### src/rtl/reg_to_axi_lite_master.sv
// Register-bus to AXI4-Lite initiator bridge: one outstanding transaction,
// request fields latched on acceptance, B/R responses mapped back to rdata/error.
module reg_to_axi_lite_master #(
  parameter int unsigned ADDR_WIDTH = 32,
  parameter int unsigned DATA_WIDTH = 32,
  parameter logic [2:0]  AXI_PROT   = 3'b000,
  parameter type reg_req_t = struct packed {
    logic [ADDR_WIDTH-1:0]   addr;
    logic                    write;
    logic [DATA_WIDTH-1:0]   wdata;
    logic [DATA_WIDTH/8-1:0] wstrb;
    logic                    valid;
  },
  parameter type reg_rsp_t = struct packed {
    logic [DATA_WIDTH-1:0] rdata;
    logic                  error;
    logic                  ready;
  },
  parameter type axi_lite_req_t = struct packed {
    struct packed {
      logic [ADDR_WIDTH-1:0] addr;
      logic [2:0]            prot;
    } aw;
    logic aw_valid;
    struct packed {
      logic [DATA_WIDTH-1:0]   data;
      logic [DATA_WIDTH/8-1:0] strb;
    } w;
    logic w_valid;
    logic b_ready;
    struct packed {
      logic [ADDR_WIDTH-1:0] addr;
      logic [2:0]            prot;
    } ar;
    logic ar_valid;
    logic r_ready;
  },
  parameter type axi_lite_rsp_t = struct packed {
    logic aw_ready;
    logic w_ready;
    struct packed {
      logic [1:0] resp;
    } b;
    logic b_valid;
    logic ar_ready;
    struct packed {
      logic [DATA_WIDTH-1:0] data;
      logic [1:0]            resp;
    } r;
    logic r_valid;
  }
) (
  input  logic          clk_i,
  input  logic          rst_i,
  input  reg_req_t      reg_req_i,
  output reg_rsp_t      reg_rsp_o,
  output axi_lite_req_t axi_lite_req_o,
  input  axi_lite_rsp_t axi_lite_rsp_i
);

  localparam int unsigned STRB_WIDTH = DATA_WIDTH / 8;

  if (DATA_WIDTH != 32 && DATA_WIDTH != 64) begin : g_width_check
    $error("reg_to_axi_lite_master: DATA_WIDTH must be 32 or 64");
  end

  typedef enum logic [2:0] {
    IDLE,
    WR,
    WR_B,
    RD_AR,
    RD_R,
    RESP
  } state_t;

  state_t                  state;
  logic [ADDR_WIDTH-1:0]   addr_q;
  logic [DATA_WIDTH-1:0]   wdata_q;
  logic [DATA_WIDTH-1:0]   rdata_q;
  logic [STRB_WIDTH-1:0]   wstrb_q;
  logic                    aw_done;
  logic                    w_done;
  logic                    aw_valid_q;
  logic                    w_valid_q;
  logic                    b_ready_q;
  logic                    ar_valid_q;
  logic                    r_ready_q;
  logic                    ready_q;
  logic                    error_q;
  logic                    aw_hs;
  logic                    w_hs;
  logic                    unused_resp_lsb;

  assign aw_hs = aw_valid_q & axi_lite_rsp_i.aw_ready;
  assign w_hs  = w_valid_q & axi_lite_rsp_i.w_ready;

  // Only resp[1] distinguishes error responses (SLVERR/DECERR).
  assign unused_resp_lsb = axi_lite_rsp_i.b.resp[0] ^ axi_lite_rsp_i.r.resp[0];

  always_ff @(posedge clk_i or posedge rst_i) begin
    if (rst_i) begin
      state      <= IDLE;
      addr_q     <= '0;
      wdata_q    <= '0;
      wstrb_q    <= '0;
      rdata_q    <= '0;
      aw_done    <= 1'b0;
      w_done     <= 1'b0;
      aw_valid_q <= 1'b0;
      w_valid_q  <= 1'b0;
      b_ready_q  <= 1'b0;
      ar_valid_q <= 1'b0;
      r_ready_q  <= 1'b0;
      ready_q    <= 1'b0;
      error_q    <= 1'b0;
    end else begin
      unique case (state)
        IDLE: begin
          if (reg_req_i.valid) begin
            addr_q  <= reg_req_i.addr;
            wdata_q <= reg_req_i.wdata;
            wstrb_q <= reg_req_i.wstrb;
            aw_done <= 1'b0;
            w_done  <= 1'b0;
            if (reg_req_i.write) begin
              state      <= WR;
              aw_valid_q <= 1'b1;
              w_valid_q  <= 1'b1;
            end else begin
              state      <= RD_AR;
              ar_valid_q <= 1'b1;
            end
          end
        end
        WR: begin
          // AW and W retire independently; the combined test covers same-cycle completion.
          if (aw_hs) begin
            aw_done    <= 1'b1;
            aw_valid_q <= 1'b0;
          end
          if (w_hs) begin
            w_done    <= 1'b1;
            w_valid_q <= 1'b0;
          end
          if ((aw_done || aw_hs) && (w_done || w_hs)) begin
            state     <= WR_B;
            b_ready_q <= 1'b1;
          end
        end
        WR_B: begin
          if (axi_lite_rsp_i.b_valid) begin
            b_ready_q <= 1'b0;
            error_q   <= axi_lite_rsp_i.b.resp[1];
            rdata_q   <= '0;
            ready_q   <= 1'b1;
            state     <= RESP;
          end
        end
        RD_AR: begin
          if (axi_lite_rsp_i.ar_ready) begin
            ar_valid_q <= 1'b0;
            r_ready_q  <= 1'b1;
            state      <= RD_R;
          end
        end
        RD_R: begin
          if (axi_lite_rsp_i.r_valid) begin
            r_ready_q <= 1'b0;
            rdata_q   <= axi_lite_rsp_i.r.data;
            error_q   <= axi_lite_rsp_i.r.resp[1];
            ready_q   <= 1'b1;
            state     <= RESP;
          end
        end
        RESP: begin
          ready_q <= 1'b0;
          state   <= IDLE;
        end
        default: state <= IDLE;
      endcase
    end
  end

  always_comb begin
    axi_lite_req_o          = '0;
    axi_lite_req_o.aw.addr  = addr_q;
    axi_lite_req_o.aw.prot  = AXI_PROT;
    axi_lite_req_o.aw_valid = aw_valid_q;
    axi_lite_req_o.w.data   = wdata_q;
    axi_lite_req_o.w.strb   = wstrb_q;
    axi_lite_req_o.w_valid  = w_valid_q;
    axi_lite_req_o.b_ready  = b_ready_q;
    axi_lite_req_o.ar.addr  = addr_q;
    axi_lite_req_o.ar.prot  = AXI_PROT;
    axi_lite_req_o.ar_valid = ar_valid_q;
    axi_lite_req_o.r_ready  = r_ready_q;

    reg_rsp_o       = '0;
    reg_rsp_o.rdata = rdata_q;
    reg_rsp_o.error = error_q;
    reg_rsp_o.ready = ready_q;
  end

endmodule

### config.mk
export PLATFORM = sky130hd
export DESIGN_NAME = reg_to_axi_lite_master
export DESIGN_NICKNAME = d
export VERILOG_FILES = /design/src/rtl/reg_to_axi_lite_master.sv
export SDC_FILE = /design/constraint.sdc
export NUM_CORES = 1
export LEC_CHECK = 0
export BUFFER_PORTS_ARGS = -buffer_cell sky130_fd_sc_hd__buf_2
export CAP_MARGIN = 20
export CELL_PAD_IN_SITES_DETAIL_PLACEMENT = 0
export CELL_PAD_IN_SITES_GLOBAL_PLACEMENT = 1
export CORE_MARGIN = 8
export CORE_UTILIZATION = 36
export CTS_BUF_LIST = sky130_fd_sc_hd__clkbuf_16
export CTS_CLUSTER_DIAMETER = 200
export DETAILED_ROUTE_END_ITERATION = 12
export HOLD_SLACK_MARGIN = 0.08
export PLACE_DENSITY_LB_ADDON = 0.1
export SETUP_SLACK_MARGIN = 0.1
export SYNTH_ARGS = -nofsm -noshare
export SYNTH_HDL_FRONTEND = slang
export SYNTH_SLANG_ARGS = --single-unit
### constraint.sdc
create_clock -name clk_i -period 8.1 [get_ports clk_i]
set_input_delay 0.81 -clock clk_i [delete_from_list [all_inputs] [get_ports clk_i]]
set_output_delay 0.81 -clock clk_i [all_outputs]
set_load 0.01 [all_outputs]
==> results.yml <==
floorplanning:
  ios: 258
  start_util: 0.3682
  die-area_mm2: 0.01680
  die_x_um: 129.6
  die_h_um: 129.6
  rows: 41
  coreArea_mm2: 0.01262
sta:
  grt_setup_unrepaired: "no"
  tns_ps: 0
  worstMarginPinSlew_ps: 939.4
  period_share: 0.2796
  final_hold_viol_count: 0
  fin_worst_skew_ps: 5.773
  setup_viol: 0
  report.final.slew_viol_count: 0
  fmax_mhz: 441.5
  period_minus_slack_ps: 2265
  slew_headroom: 0.3737
  fin_ws_ps: 5835
critical_path:
  end_kind: "flop"
  rrSetupSlack_ps: 5840
  critical_path.startpoint_type: "flop"
  critPathKind: "reg2reg"
  path_delay_family: "buffers and inverters"
  worstPathCellList: "nor4b_4, buf_4, mux2_2"
  slowest_stage: "buf_4"
  critPathArrivalTime_ps: 2490
  slowest_delay_ps: 750
  path_max_fanout: 73
  cp.required_ps: 8320
  cp.buffers_inverters: 1
global_route:
  grt_pass1_vias: 3565
  grt_pass1_wl_um: 18860
  track_usage: 0.1455
  grt-ovfl-total: 0
  antenna_found_initial: 1
  grt_start_max_net_pins: 74
yosys:
  post-synth-top-area-fraction: 0.6031
  synthArstFlopShare: 1.000
  synthTopCellsByCount: "112 x dfrtp_1, 50 x mux2_1, 47 x buf_4, 32 x a22o_1, 20 x mux2_2"
  synth.avg_cell_area_um2: 14.17
  ys_seq_area_frac: 0.6031
  yosysMostFrequentCell: "dfrtp_1"
  syn_inst: 328
  synth_ff_type: "dfrtp_1"
  ys_types: 28
  synth_edf_count: 0
  yosysWarnings: 0
  synthTopCellsByArea: "dfrtp_1 60%, mux2_1 12%, buf_4 7.6%"
  synth_seq_cells: 112
  syn_area_mm2: 0.004647
  yosys.area.top_type: "dfrtp_1"
detailed_routing:
  wire_per_inst_um: 17.40
  via_count: 3255
  first_iter_violations: 140
  via_per_inst: 4.578
  routed_wl_um: 12370
  dr.pass1.iters: 4
  route.detailed.drc: 0
  postRouteAntennaNets: 0
layout:
  area_growth_pct: 28.38
  drive_above_1_share: 0.5380
  diodes: 0
  fin_nets: 647
power:
  p_leak_nw: 3.104
  vdd_drop_max_uv: 151.4
  power.density_mw_per_mm2: 399.4
place:
  dpl_worst_slack_ps: 5582
  portBuffers: 249
  gp_congestion: 0.7688
  dp_hpwl_um: 9442
hold_path:
  hp-class: "reg2reg"
flow_run:
  maxCapViolations: 0
cts:
  cts_made_buffers: 9
  cts_hold_buf: 0
  post_cts_resized: 0
  clock_latency_ps: 340
  htreeDepth: 3
  clkSinkCount: 112
  clk_pin_slew_ps: 70
  clockBufferDepth: 2
  post_cts_buffers: 0
  cts_tree: "done"
  clockRootBuffer: "clkbuf_16"
status:
  outcome: "finished, final reports clean"
## through the flow
stage / area, um2 / util / std cells / power (mW) / hold WS, ps
finish: 5966 / 0.4727 / 711 / 2.383 / 480.1
global route: 5966 / 0.4727 / 711 / 2.553 / 504.0
CTS: 5966 / 0.4727 / 711 / 2.433 / 488.1
detailed placement: 5687 / 0.4506 / 695 / 1.998 / 472.0
global placement: 5687 / 0.4506 / 695 / 1.983 / 463.7
floorplan: 4666 / - / 333 / 1.676 / 480.6
## cells by family (layout without fill, tap and decap cells)
| family | after synthesis | in the layout | synth area share |
|---|---|---|---|
| other cells | 1 | 6 | 0.0008070 |
| buf+inv | 69 | 275 | 0.1072 |
| mux | 70 | 70 | 0.1696 |
| simple gates | 16 | 16 | 0.02288 |
| flops | 112 | 112 | 0.6031 |
| compound gates | 60 | 60 | 0.09639 |
## cells in the final DEF (no fill, tap or decap), drive strengths merged
master,count
a211o,1
a21boi,1
a21oi,13
a221o,1
a22o,32
a31oi,2
buf,252
bufinv,1
clkbuf,9
clkinv,6
conb,6
dfrtp,112
inv,7
mux2,70
nand2,4
nand2b,1
nand3,1
nor2,4
nor3,4
nor4b,1
o211ai,1
o21ai,5
o22ai,4
or2,1
## power breakdown
part / internal [mW] / switching (mW) / total, mW
logic: 0.466 / 0.507 / 0.973
registers: 0.821 / 0.165 / 0.987
clock network: 0.234 / 0.189 / 0.423
total: 1.52 / 0.862 / 2.38
## routing by layer
layer  global-route usage  share of wire
met4              0.05738          0.016
met3              0.07929           0.15
met5                    0         0.0011
met1               0.1621           0.38
met2               0.2288           0.45
## path summary, 6_finish.rpt
kind | start | endpoint | cells after the start
max | state[1]$_DFFE_PP0P_ | wdata_q[26]$_DFFE_PP0P_ | 3
max in group asynchronous | rst_i | addr_q[14]$_DFFE_PP0P_ | 3
min in group asynchronous | rst_i | wdata_q[11]$_DFFE_PP0P_ | 2
max reg2reg | state[1]$_DFFE_PP0P_ | wdata_q[26]$_DFFE_PP0P_ | 3
min | wdata_q[11]$_DFFE_PP0P_ | wdata_q[11]$_DFFE_PP0P_ | 1
min reg2reg | wdata_q[11]$_DFFE_PP0P_ | wdata_q[11]$_DFFE_PP0P_ | 1
## sequential cells by signal (all words and copies together), names as in the netlist, 3 cells and up
signal and cells:
rdata_q 32, wstrb_q 4, addr_q 32, state 3, wdata_q 32
## layout make-up
cell class / count / area, um2
Fill cell: 1223 / 6654
Sequential cell: 112 / 2803
Multi-Input combinational cell: 152 / 1371
Timing Repair Buffer: 252 / 1269
Clock buffer: 9 / 225.2
Tap cell: 172 / 215.2
Clock inverter: 7 / 53.80
Inverter: 7 / 28.78
Note: power is estimated with default switching activity, not from simulation.
